[config.mk]
export PLATFORM = sky130hd
export DESIGN_NAME = audio_synth_mixer
export DESIGN_NICKNAME = d
export VERILOG_FILES = /design/src/rtl/audio_synth_mixer_pkg.sv /design/src/rtl/audio_synth_mixer_tone_voice.sv /design/src/rtl/audio_synth_mixer.sv
export SDC_FILE = /design/constraint.sdc
export NUM_CORES = 1
export LEC_CHECK = 0
export ABC_AREA = 0
export CAP_MARGIN = 20
export CELL_PAD_IN_SITES_DETAIL_PLACEMENT = 0
export CELL_PAD_IN_SITES_GLOBAL_PLACEMENT = 2
export CORE_MARGIN = 5
export CORE_UTILIZATION = 40
export CTS_CLUSTER_DIAMETER = 50
export DETAILED_ROUTE_END_ITERATION = 8
export GPL_ROUTABILITY_DRIVEN = 0
export PLACE_DENSITY = 0.9
export SLEW_MARGIN = 40
export SYNTH_ARGS = -nofsm -noshare
export SYNTH_HDL_FRONTEND = slang
export SYNTH_SLANG_ARGS = --single-unit
[constraint.sdc]
create_clock -name clk -period 12 [get_ports clk]
set_clock_uncertainty 0.15 [all_clocks]
set_input_delay 2.4 -clock clk [delete_from_list [all_inputs] [get_ports clk]]
set_output_delay 2.4 -clock clk [all_outputs]
set_load 0.03 [all_outputs]
[src/rtl/audio_synth_mixer_pkg.sv]
// Shared constants and the saturation helper for the multi-voice audio mixer.
package audio_synth_mixer_pkg;

  localparam int DIV_W     = 22;
  localparam int SAMPLE_W  = 16;
  localparam int SAT_MAX   = 32767;
  localparam int SAT_MIN   = -32768;
  localparam int FRAME_LEN = 512;
  localparam int SCLK_DIV  = 16;
  localparam int MCLK_DIV  = 4;
  localparam int AMP_STEP  = 512;

  // Clamp a wide signed value into the 16-bit sample range instead of wrapping.
  function automatic logic signed [SAMPLE_W-1:0] sat16(input logic signed [31:0] v);
    if (v > SAT_MAX) begin
      sat16 = 16'sh7fff;
    end else if (v < SAT_MIN) begin
      sat16 = 16'sh8000;
    end else begin
      sat16 = v[SAMPLE_W-1:0];
    end
  endfunction

endpackage

[src/rtl/audio_synth_mixer_tone_voice.sv]
// One square-wave tone generator: half-period divider, phase flip-flop and signed sample.
module audio_synth_mixer_tone_voice #(
  parameter int DIV_W    = audio_synth_mixer_pkg::DIV_W,
  parameter int VOL_W    = 4,
  parameter int AMP_STEP = audio_synth_mixer_pkg::AMP_STEP
) (
  input  logic                                              clk,
  input  logic                                              rst,
  input  logic [DIV_W-1:0]                                  div,
  input  logic [VOL_W-1:0]                                  vol,
  output logic signed [audio_synth_mixer_pkg::SAMPLE_W-1:0] sample
);
  import audio_synth_mixer_pkg::*;

  logic [DIV_W-1:0]   cnt;
  logic               phase;
  logic               silent;
  logic signed [31:0] amp;

  assign silent = (div <= DIV_W'(1));

  // Count clk cycles and flip the phase each time the half-period elapses; a divider of 0 or 1 parks the voice.
  always_ff @(posedge clk or negedge rst) begin
    if (!rst) begin
      cnt   <= '0;
      phase <= 1'b0;
    end else if (silent) begin
      cnt   <= '0;
      phase <= 1'b0;
    end else if (cnt >= div - DIV_W'(1)) begin
      cnt   <= '0;
      phase <= ~phase;
    end else begin
      cnt <= cnt + DIV_W'(1);
    end
  end

  // Turn the phase into a +/- amplitude sample scaled by the volume field.
  always_comb begin
    amp = $signed(32'(vol)) * AMP_STEP;
    if (silent || (vol == '0)) begin
      sample = '0;
    end else if (phase) begin
      sample = sat16(amp);
    end else begin
      sample = sat16(-amp);
    end
  end

endmodule

[src/rtl/audio_synth_mixer.sv]
// Multi-voice tone mixer: sums voices per channel with saturation, latches once per frame, shifts out I2S.
module audio_synth_mixer #(
  parameter int N_VOICES = 4,
  parameter int DIV_W    = audio_synth_mixer_pkg::DIV_W,
  parameter int VOL_W    = 4,
  parameter int AMP_STEP = audio_synth_mixer_pkg::AMP_STEP
) (
  input  logic                      clk,
  input  logic                      rst,
  input  logic [N_VOICES*DIV_W-1:0] note_div,
  input  logic [N_VOICES*VOL_W-1:0] volume,
  input  logic [N_VOICES-1:0]       pan_l,
  input  logic [N_VOICES-1:0]       pan_r,
  input  logic                      mute,
  output logic                      audio_mclk,
  output logic                      audio_lrclk,
  output logic                      audio_sclk,
  output logic                      audio_sdin,
  output logic                      frame_tick
);
  import audio_synth_mixer_pkg::*;

  localparam int ACC_W   = SAMPLE_W + $clog2(N_VOICES);
  localparam int FC_W    = $clog2(FRAME_LEN);
  localparam int SCLK_SH = $clog2(SCLK_DIV);
  localparam int MCLK_SH = $clog2(MCLK_DIV);

  logic signed [SAMPLE_W-1:0] voice_sample [N_VOICES];
  logic signed [ACC_W-1:0]    acc_l, acc_r;
  logic signed [SAMPLE_W-1:0] cap_l, cap_r;
  logic signed [SAMPLE_W-1:0] lat_l, lat_r;
  logic [FC_W-1:0]            fc, fc_next;
  logic                       capture;
  logic [SAMPLE_W-1:0]        word;
  logic [3:0]                 bit_idx;
  logic                       sdin_next;

  generate
    for (genvar i = 0; i < N_VOICES; i++) begin : g_voice
      audio_synth_mixer_tone_voice #(
        .DIV_W   (DIV_W),
        .VOL_W   (VOL_W),
        .AMP_STEP(AMP_STEP)
      ) u_voice (
        .clk   (clk),
        .rst   (rst),
        .div   (note_div[i*DIV_W +: DIV_W]),
        .vol   (volume[i*VOL_W +: VOL_W]),
        .sample(voice_sample[i])
      );
    end
  endgenerate

  // Sum the panned voices in a widened accumulator, then clamp and apply the master mute.
  always_comb begin
    acc_l = '0;
    acc_r = '0;
    for (int i = 0; i < N_VOICES; i++) begin
      if (pan_l[i]) acc_l = acc_l + ACC_W'(voice_sample[i]);
      if (pan_r[i]) acc_r = acc_r + ACC_W'(voice_sample[i]);
    end
    cap_l = mute ? '0 : sat16(32'(acc_l));
    cap_r = mute ? '0 : sat16(32'(acc_r));
  end

  // Pick the next serial bit from the frame's latched words; on capture the fresh left word goes out directly.
  always_comb begin
    fc_next = fc + FC_W'(1);
    capture = (fc == FC_W'(FRAME_LEN - 1));
    bit_idx = 4'(SAMPLE_W - 1) - fc_next[FC_W-2:SCLK_SH];
    if (capture) begin
      word = cap_l;
    end else if (fc_next[FC_W-1]) begin
      word = lat_r;
    end else begin
      word = lat_l;
    end
    sdin_next = word[bit_idx];
  end

  // Frame counter, per-frame sample latch and registered I2S outputs aligned to the current count.
  always_ff @(posedge clk or negedge rst) begin
    if (!rst) begin
      fc          <= '0;
      lat_l       <= '0;
      lat_r       <= '0;
      audio_mclk  <= 1'b0;
      audio_lrclk <= 1'b0;
      audio_sclk  <= 1'b0;
      audio_sdin  <= 1'b0;
      frame_tick  <= 1'b0;
    end else begin
      fc          <= fc_next;
      audio_mclk  <= fc_next[MCLK_SH-1];
      audio_sclk  <= fc_next[SCLK_SH-1];
      audio_lrclk <= fc_next[FC_W-1];
      audio_sdin  <= sdin_next;
      frame_tick  <= (fc_next == FC_W'(FRAME_LEN - 1));
      if (capture) begin
        lat_l <= cap_l;
        lat_r <= cap_r;
      end
    end
  end

endmodule
# --- Yosys cells after proc, flatten, opt, wreduce, memory -nomap -nowiden ---
# Index checks and enable logic that the tools add are counted.
# Widths: inputs -> output; s select.
word_totals:
  ff_bits: 138
  latch_bits: 0
  ramBits: 0
  romBits: 0
  input_bits: 115
  wordCells: 141
  memories: 0
op_classes:
  add_sub_neg: 20
  mul: 0
  n_div: 0
  order_cmp: 29
  n_eq_ne: 2
  shift: 0
  mux: 58
  bitwise_logic: 4
  reduce_logical: 12
ops:
  columns: ["operator", "n"]
  rows:
  - ["$mux 16", 32]
  - ["$mux 22", 8]
  - ["$mux 18", 8]
  - ["$gt 32x16->1 const B", 4]
  - ["$lt 32x16->1 const B", 4]
  - ["$neg 13->32", 4]
  - ["$add 18x16->18", 6]
  - ["$add 22x1->22 const B", 4]
  - ["$ge 22x22->1", 4]
  - ["$le 22x1->1 const B", 4]
  - ["$sub 22x1->22 const B", 4]
  - ["$lt 14x16->1 const B", 4]
  - ["$gt 13x15->1 const B", 4]
  - ["$gt 18x16->1 const B", 2]
  - ["$lt 18x16->1 const B", 2]
  - ["$eq 9x9->1 const B", 2]
  - ["$logic_not 4->1", 4]
  - ["$add 9x1->9 const B", 1]
  - ["$mux 1", 9]
  - ["$reduce_bool 2->1", 4]
  - ["$lt 4x5->1 const B", 1]
  - ["$bmux 1 s4", 1]
  - ["$logic_or 1x1->1", 4]
  - ["$not 1->1", 4]
  - ["$sub 4x4->4 const A", 1]

# --- Logic depth before layout (Yosys ltp) ---
# Gate-level depths: netlist (run 1).
logic_depth:
  depth_word: 20
  depth_mapped: 35
  depth_no_buf: 34

# --- Modules after synthesis ---
# From an unflattened synthesis (run 1), not the netlist that was laid out.
unflattened:
  hier_cells: 2172
  area_unflattened_um2: 17509.3
modules_own_cells:
  columns: ["mod", "instances", "cells_per_inst", "area_per_inst_um2", "seq_area_each_um2"]
  rows:
  - ["audio_synth_mixer", 1, 1124, 8640.8, 1076.0]
  - ["audio_synth_mixer_tone_voice (g_voice[1].u_voice ...)", 2, 265, 2189.6, 575.6]
  - ["audio_synth_mixer_tone_voice (g_voice[3].u_voice)", 1, 261, 2250.9, 575.6]
  - ["audio_synth_mixer_tone_voice (g_voice[0].u_voice)", 1, 257, 2238.4, 575.6]

# --- Worst setup path before layout (run 1) ---
# OpenSTA, ideal clock, no wires.
synth_path:
  path_kind: "input to register"
  startpoint: "input note_div[2]"
  endpoint: "register audio_sdin"
  t_arrival_ns: 8.863
  required_ns: 11.755
  setup_slack_ns: 2.892
  path_stages: 32
  path_buffers: 1
  cell_sequence: "or4_4 > or4_4 > or3_4 > nand3_1 > nand2b_1 > inv_1 > ha_1 > and3_1 > a221oi_1 > a21oi_1 > xnor2_1 > mux2i_1 > ha_1 > or3_1 > a21oi_1 > mux2i_1 > a2bb2oi_2 > inv_1 > ha_1 > o21ai_0 > o21bai_1 > o21ai_0 > o31ai_1 > o311a_1 > o21ai_0 > o211ai_1 > a21oi_2 > buf_6 > o211ai_1 > o2bb2ai_1 > a221o_1 > o32ai_2"
synth_between:
  elab_chain_len: 17
  elab_cells_between_ends: 18
  cone_classes: "3 x add/sub; 3 x order compare; 11 x mux; 1 x reduce/logical"
synth_lines:
  columns: ["item", "line_no", "source"]
  rows:
  - ["from (decl)", "audio_synth_mixer.sv:10", "input logic [N_VOICES*DIV_W-1:0] note_div,"]
  - ["$le 22x1->1 *", "audio_synth_mixer_tone_voice.sv:20", "assign silent = (div <= DIV_W'(1));"]
  - ["$logic_or 1x1->1 *", "audio_synth_mixer_tone_voice.sv:41", "if (silent || (vol == '0)) begin"]
  - ["$mux 16 *", "audio_synth_mixer_tone_voice.sv:41", null]
  - ["$mux 18 *", "audio_synth_mixer.sv:59", "if (pan_l[i]) acc_l = acc_l + ACC_W'(voice_sample[i]);"]
  - ["$add 18x16->18", "audio_synth_mixer.sv:59", null]
  - ["$mux 18 *", "audio_synth_mixer.sv:59", null]
  - ["$add 18x16->18", "audio_synth_mixer.sv:59", null]
  - ["$mux 18 *", "audio_synth_mixer.sv:59", null]
  - ["[2 not listed]", null, null]
  - ["$lt 18x16->1", "audio_synth_mixer_pkg.sv:17", "end else if (v < SAT_MIN) begin"]
  - ["$mux 16", "audio_synth_mixer_pkg.sv:17", null]
  - ["$mux 16 *", "audio_synth_mixer_pkg.sv:15", "if (v > SAT_MAX) begin"]
  - ["$mux 16 *", "audio_synth_mixer.sv:62", "cap_l = mute ? '0 : sat16(32'(acc_l));"]
  - ["$mux 16 *", "audio_synth_mixer.sv:71", "if (capture) begin"]
  - ["$bmux 1 s4 *", "audio_synth_mixer.sv:78", "sdin_next = word[bit_idx];"]
  - ["$mux 1 (not written as such) *", "audio_synth_mixer.sv:78", null]
  - ["via sdin_next", "audio_synth_mixer.sv:36", "logic sdin_next;"]
  - ["to (signal assigned)", "audio_synth_mixer.sv:97", "audio_sdin <= sdin_next;"]
  - ["to (decl)", "audio_synth_mixer.sv:18", "output logic audio_sdin,"]
# The timed path passes the listed nets; every way through them passes the cells marked *. The select of a mux whose other input is x is not followed.
# A chain may end at the register's enable or synchronous reset.

# --- Final worst setup path (run 1) ---
# Same ends and word-level chain as after synthesis.

==> impl_metrics.tcl, run 1 <==
set metrics [dict create \
    avgSynthCellArea_sq_um 8.168 \
    synth_ff_type "dfrtp_1" \
    initial_core_util_pct 40.37 \
    cp.arrival_ns 10.37 \
    fillers 3748 \
    die_w_microns 204.7 \
    max_stage_delay_ns 0.62 \
    slowest_stage "a21oi_2" \
    cts_resized 0 \
    grt_usage_pct 19.24 \
    synthCells 1857 \
    required_ns 12.20 \
    die_h_microns 204.7 \
    clock_path_buffers 2 \
    maxCapViolations 0 \
    cts.htree.levels 4 \
    cts-hold-fix-buffers 0 \
    clkSinkCount 135 \
    dpl_worst_slack_ns 1.198 \
    clockRootBuffer "clkbuf_16" \
    grt_pass1_vias 13361 \
    tightest_slew_ns 0.8648 \
    post_synth_num_cell_types 83 \
    ios 120 \
    slew_violations 0 \
    grt_max_degree 76 \
    end_kind "register" \
    grt-ovfl-total 0 \
    clk_pin_slew_ns 0.06 \
    drive_gt1_share_pct 4.200 \
    fin_crit_sh_pct 84.75 \
    post-dp-hpwl_microns 32210 \
    drt_iter0_drc 639 \
    finalInstanceArea_sq_um 17730 \
    finalCriticalPeriod_ns 10.17 \
    slew_headroom_pct 42.00 \
    numCtsBuffers 17 \
    grt_pass1_wl_microns 66500 \
    remaining_drc_errors 0 \
    synth_area_sq_um 15170 \
    rsz0062_at_grt "false" \
    worst-path-max-fanout 18 \
    total_power_mw 1.890 \
    synth_seq_cells 135 \
    status "finished clean" \
    antenna_found_initial 1 \
    clk_latency_ns 0.45 \
    fmax_mhz 98.33 \
    ir_drop_mv 0.1120 \
    hold_viol_final 0 \
    fin_nets 2332 \
    setup_viol 0 \
    routed_wl_microns 40030 \
    routed-via-count 13589 \
    core-area_sq_um 37580 \
    seq_area_frac_synth_pct 22.27 \
    io_buffers 119 \
    hold-worst-slack_ns 0.3361 \
    rows 71 \
    criticalPathCategory "in2reg" \
    cts_post_setup_buffers_inserted 0 \
    cp-start-kind "primary input" \
    setup_ws_ns 1.830 \
    tritoncts "built" \
    p_leak_nw 8.167 \
    p_per_area_nw_per_um2 106.6 \
    dr.pass1.iters 6 \
    diodes 0 \
    areaGrowthSynthToFinish_pct 16.89 \
    postPlaceCellArea_sq_um 17080 \
    synth_enable_flop_cells 0 \
    worstHoldPathType "reg2reg" \
    async_flop_share_pct 100.0 \
    antenna_left 0 \
    wl_per_cell_microns 15.79 \
    via_per_inst 5.361 \
    tns_ns 0 \
    die-area_sq_um 41910 \
    yosys_warnings 0 \
]
## cells in the mapped netlist (12+ instances only)
cell | count | share of area [%]
dfrtp_1 | 135 | 22
inv_1 | 107 | 2.6
nor2b_1 | 31 | 1.3
ha_1 | 190 | 16
nand4_1 | 48 | 2.0
nor2_1 | 224 | 5.5
or3_1 | 14 | 0.58
xnor2_1 | 121 | 7.0
nor3_1 | 58 | 1.9
nor4_1 | 22 | 0.91
o21a_1 | 12 | 0.59
o221ai_1 | 24 | 1.4
nand2_1 | 147 | 3.6
o21ai_0 | 81 | 2.7
nand3_1 | 72 | 2.4
o211ai_1 | 17 | 0.84
nand2b_1 | 18 | 0.74
xor2_1 | 99 | 5.7
a211oi_1 | 20 | 0.99
clkbuf_1 | 31 | 0.77
fa_1 | 16 | 2.1
a21o_1 | 63 | 3.1
and3_1 | 21 | 0.87
a21oi_1 | 92 | 3.0
mux2i_1 | 25 | 1.6
## cell type report
type                       count  area [sq um]  area share (%)
clock inverter                10         165.2          0.9315
clock buffer                  22         484.2           2.731
sequential                   135          3378           19.05
timing repair buffer         129          1266           7.141
inverter                     108         405.4           2.286
tap                          511         639.4           3.606
multi-input combinational   1620         11390           64.25
## metal layers
layer  part of all wire (%)  vias to the layer above  GRT usage [%]
met4                    2.3                        2          5.719
met1                     49                     6434          26.27
met2                     46                      175          31.50
li1                       -                     6932              -
met3                    3.0                       46          3.087
met5                  0.050                        -              0
## logic make-up (layout without fill, tap and decap cells)
group,after synthesis,in the layout,share of synthesized area [%]
DFF,135,135,22.27
buffers and inverters,152,269,3.968
xor gates and xnor gates,222,222,12.92
and+or+nand+nor,699,699,22.14
muxes,37,37,2.615
AOI/OAI and AO/OA,404,404,18.25
adders and majority gates,206,206,17.78
other,2,52,0.04951
## metrics by stage
step | utilization, % | std cells
after floorplan | - | 1907
after global placement | 45.40 | 2502
after detailed placement | 45.44 | 2503
after CTS | 47.17 | 2535
after global routing | 47.18 | 2535
final | 47.18 | 2535
## where the power goes
| group | switching [mW] | internal, mW |
|---|---|---|
| combinational | 0.451 | 0.351 |
| clock | 0.215 | 0.370 |
| sequential | 0.0274 | 0.475 |
| total | 0.693 | 1.20 |
## worst paths after layout
kind / startpoint / endpoint / slack [ns] / cells after the start
min in group asynchronous: rst / g_voice[1].u_voice.cnt[20]$_DFF_PN0_ / 1.80 / 1
worst min register to register: fc[0]$_DFF_PN0_ / fc[0]$_DFF_PN0_ / 0.34 / 1
worst max-delay path: note_div[2] / audio_sdin$_DFF_PN0_ / 1.83 / 32
worst min-delay path: fc[0]$_DFF_PN0_ / fc[0]$_DFF_PN0_ / 0.34 / 1
worst max register to register: g_voice[0].u_voice.phase$_DFFE_PN0P_ / audio_sdin$_DFF_PN0_ / 5.03 / 29
max in group asynchronous: rst / g_voice[0].u_voice.cnt[18]$_DFF_PN0_ / 8.88 / 2
## worst max-delay path: cells and delay by family
| family | cells | cell delay (ns) |
|---|---|---|
| AO/OA/AOI/OAI | 16 | 3.40 |
| XOR/XNOR | 1 | 0.26 |
| adder cells (fa/ha/maj) | 3 | 1.02 |
| buffers and inverters | 3 | 0.58 |
| multiplexers | 2 | 0.24 |
| AND/OR/NAND/NOR | 7 | 2.48 |
## layout by cell type, fill, tap and decap left out, types with 18 or more instances in the layout
cell / n
nor2_1: 224
ha_1: 189
nand2_1: 147
dfrtp_1: 135
xnor2_1: 121
clkdlybuf4s50_1: 117
inv_1: 107
xor2_1: 99
a21oi_1: 92
o21ai_0: 81
nand3_1: 72
a21o_1: 63
nor3_1: 58
conb_1: 52
nand4_1: 48
nor2b_1: 31
mux2i_1: 25
o221ai_1: 24
nor4_1: 22
and3_1: 21
a211oi_1: 18
## state kept, by name (all words and copies together), names as in the netlist
signal / cells
fc: 8
lat_r: 16
frame_tick: 1
audio_lrclk: 1
g_voice.u_voice.cnt: 88
audio_sdin: 1
g_voice.u_voice.phase: 4
lat_l: 16
Power figures use the tool's default switching activity.
==> run 2: changes to the inputs <==
Settings changed: CORE_UTILIZATION 40 to 33, PLACE_DENSITY 0.9 to 0.79.
Clock period 12 ns to 8.7 ns, I/O delays scaled along.
==> impl_metrics.tcl, run 2 (synthesis results as in run 1) <==
set metrics [dict create \
    maxCapViolations 0 \
    grt_pass1_vias 14136 \
    timing.rr.start "g_voice[0].u_voice.phase$_DFFE_PN0P_" \
    finalInstanceArea_sq_um 19250 \
    setup_viol 0 \
    tritoncts "built" \
    grt_pass1_wl_microns 70020 \
    fin_crit_sh_pct 97.47 \
    busiest_layer "met2" \
    dp.cells 2753 \
    core-area_sq_um 45380 \
    finalCriticalPeriod_ns 8.480 \
    rsz0062_at_grt "true" \
    intPower_mw 1.789 \
    clock_path_buffers 2 \
    ios 120 \
    clk_latency_ns 0.44 \
    cts.htree.levels 4 \
    slew_headroom_pct 48.90 \
    io_buffers 119 \
    setup_ws_ns 0.2200 \
    switching_share_pct 36.27 \
    clkPwrFrac_pct 28.6 \
    power.switching_mw 1.018 \
    power_frac_comb_pct 46.7 \
    drive_gt1_share_pct 12.28 \
    seqPwrFrac_pct 24.7 \
    drt_iter0_drc 599 \
    hold-path-endpoint "fc[0]$_DFF_PN0_" \
    cp.arrival_ns 8.65 \
    numCtsBuffers 17 \
    postPlaceCellArea_sq_um 18410 \
    diodes 0 \
    routed-via-count 14146 \
    worst-path-max-fanout 5 \
    worstHoldStart "fc[0]$_DFF_PN0_" \
    via_per_inst 5.068 \
    antenna_left 0 \
    final_cell_mix "nor2_1 (224), ha_1 (188), buf_4 (172), nand2_1 (146), dfrtp_1 (135)" \
    slowest_stage "or4_4" \
    tightest_slew_ns 0.7665 \
    r2r_cells 29 \
    p_leak_nw 9.009 \
    grt_max_degree 72 \
    die_w_microns 224.4 \
    use_met1_pct 22.04 \
    grt_usage_pct 16.65 \
    required_ns 8.87 \
    clk_pin_slew_ns 0.06 \
    final_cells 2791 \
    p_per_area_nw_per_um2 145.8 \
    max_stage_delay_ns 0.54 \
    remaining_drc_errors 0 \
    die_h_microns 224.4 \
    total_power_mw 2.807 \
    criticalPathCategory "in2reg" \
    clkSinkCount 135 \
    tns_ns 0 \
    hold_depth 1 \
    initial_core_util_pct 33.42 \
    status "finished clean" \
    rows 78 \
    routed_wl_microns 42310 \
    post-dp-hpwl_microns 34360 \
    areaGrowthSynthToFinish_pct 26.91 \
    largest_reg_flops 88 \
    slew_violations 0 \
    end_kind "register" \
    cts-hold-fix-buffers 0 \
    grt-ovfl-total 0 \
    largest_register "g_voice.u_voice.cnt" \
    fmax_mhz 117.9 \
    r2r-end "audio_sdin$_DFF_PN0_" \
    top_regs "g_voice.u_voice.cnt x88, lat_l x16, lat_r x16" \
    die-area_sq_um 50350 \
    cp-start-kind "primary input" \
    fin_nets 2499 \
    wl_per_cell_microns 15.16 \
    hold_viol_final 0 \
    gr-usage-met3_pct 2.937 \
    dpl_worst_slack_ns -0.6412 \
    ir_drop_mv 0.1020 \
    clockRootBuffer "clkbuf_16" \
    reg2reg_slack_ns 2.60 \
    fillers 4541 \
    antenna_found_initial 2 \
    final_common_cell "nor2_1" \
    use_met2_pct 28.60 \
    worstHoldPathType "reg2reg" \
    dr.pass1.iters 5 \
]
[run 2: cell types whose count changed in the layout (fill, tap and decap cells not counted), moves of 3 or more]
cell and change:
a21oi_2 +4, a21oi_1 -4, clkbuf_8 -3, clkinv_4 +4, o21ai_2 +3, buf_4 +164, o21ai_0 -4
[run 2: cell type report]
| class | instances | area (sq um) | area share, % |
|---|---|---|---|
| Tap cell | 600 | 750.7 | 3.900 |
| Timing Repair Buffer | 294 | 2536 | 13.18 |
| Multi-Input combinational cell | 1622 | 11530 | 59.91 |
| Inverter | 108 | 405.4 | 2.106 |
| Clock inverter | 13 | 193.9 | 1.007 |
| Clock buffer | 19 | 452.9 | 2.353 |
| Sequential cell | 135 | 3378 | 17.55 |
[run 2: worst max-delay path: cells and delay by family]
kind | cells | cell delay [ns]
and+or+nand+nor | 8 | 2.41
buffers and inverters | 3 | 0.55
AOI/OAI and AO/OA | 15 | 2.62
xor gates and xnor gates | 1 | 0.21
muxes | 2 | 0.21
adders and majority gates | 3 | 0.87
[run 2: metal layers]
layer	routed length, microns	part of all wire [%]
met5	40	0.095
met4	599	1.4
met3	1182	2.8
met2	20320	48
met1	20170	48
[run 2: what timing repair did]
| item | 4_1_cts | 5_1_grt |
|---|---|---|
| setup endpoints to repair | 1 | 17 |
| setup buffers | 0 | 3 |
| pin swaps | 2 | 15 |
| gates cloned | 1 | 1 |
| gates resized for setup | 6 | 19 |
[run 2: worst max-delay path by stage]
stage | start | endpoint | slack [ns] | cells past startpoint
final | note_div[2] | audio_sdin$_DFF_PN0_ | 0.22 | 32
after global routing | note_div[31] | audio_sdin$_DFF_PN0_ | -0.12 | 34
after CTS | note_div[2] | audio_sdin$_DFF_PN0_ | 0.02 | 34
after detailed placement | note_div[2] | audio_sdin$_DFF_PN0_ | -0.64 | 34
after global placement | note_div[2] | audio_sdin$_DFF_PN0_ | -0.43 | 34
after floorplan | note_div[2] | audio_sdin$_DFF_PN0_ | 0.25 | 32
[run 2: power groups by stage]
| stage | Combinational [mW] | Sequential (mW) | Clock, mW |
|---|---|---|---|
| 2_1_floorplan | 0.809 | 0.694 | 0 |
| 3_3_place_gp | 1.22 | 0.704 | 0 |
| 3_5_place_dp | 1.23 | 0.705 | 0 |
| 4_1_cts | 1.25 | 0.693 | 0.832 |
| 5_1_grt | 1.46 | 0.699 | 0.859 |
| 6_report | 1.31 | 0.693 | 0.803 |
[run 2: metrics by stage]
stage | hold slack (ns) | utilization [%]
final | 0.3507 | 42.42
after global routing | 0.3869 | 42.42
after CTS | 0.3559 | 42.10
after detailed placement | 0.3353 | 40.57
after global placement | 0.3359 | 40.48
after floorplan | 0.3114 | -
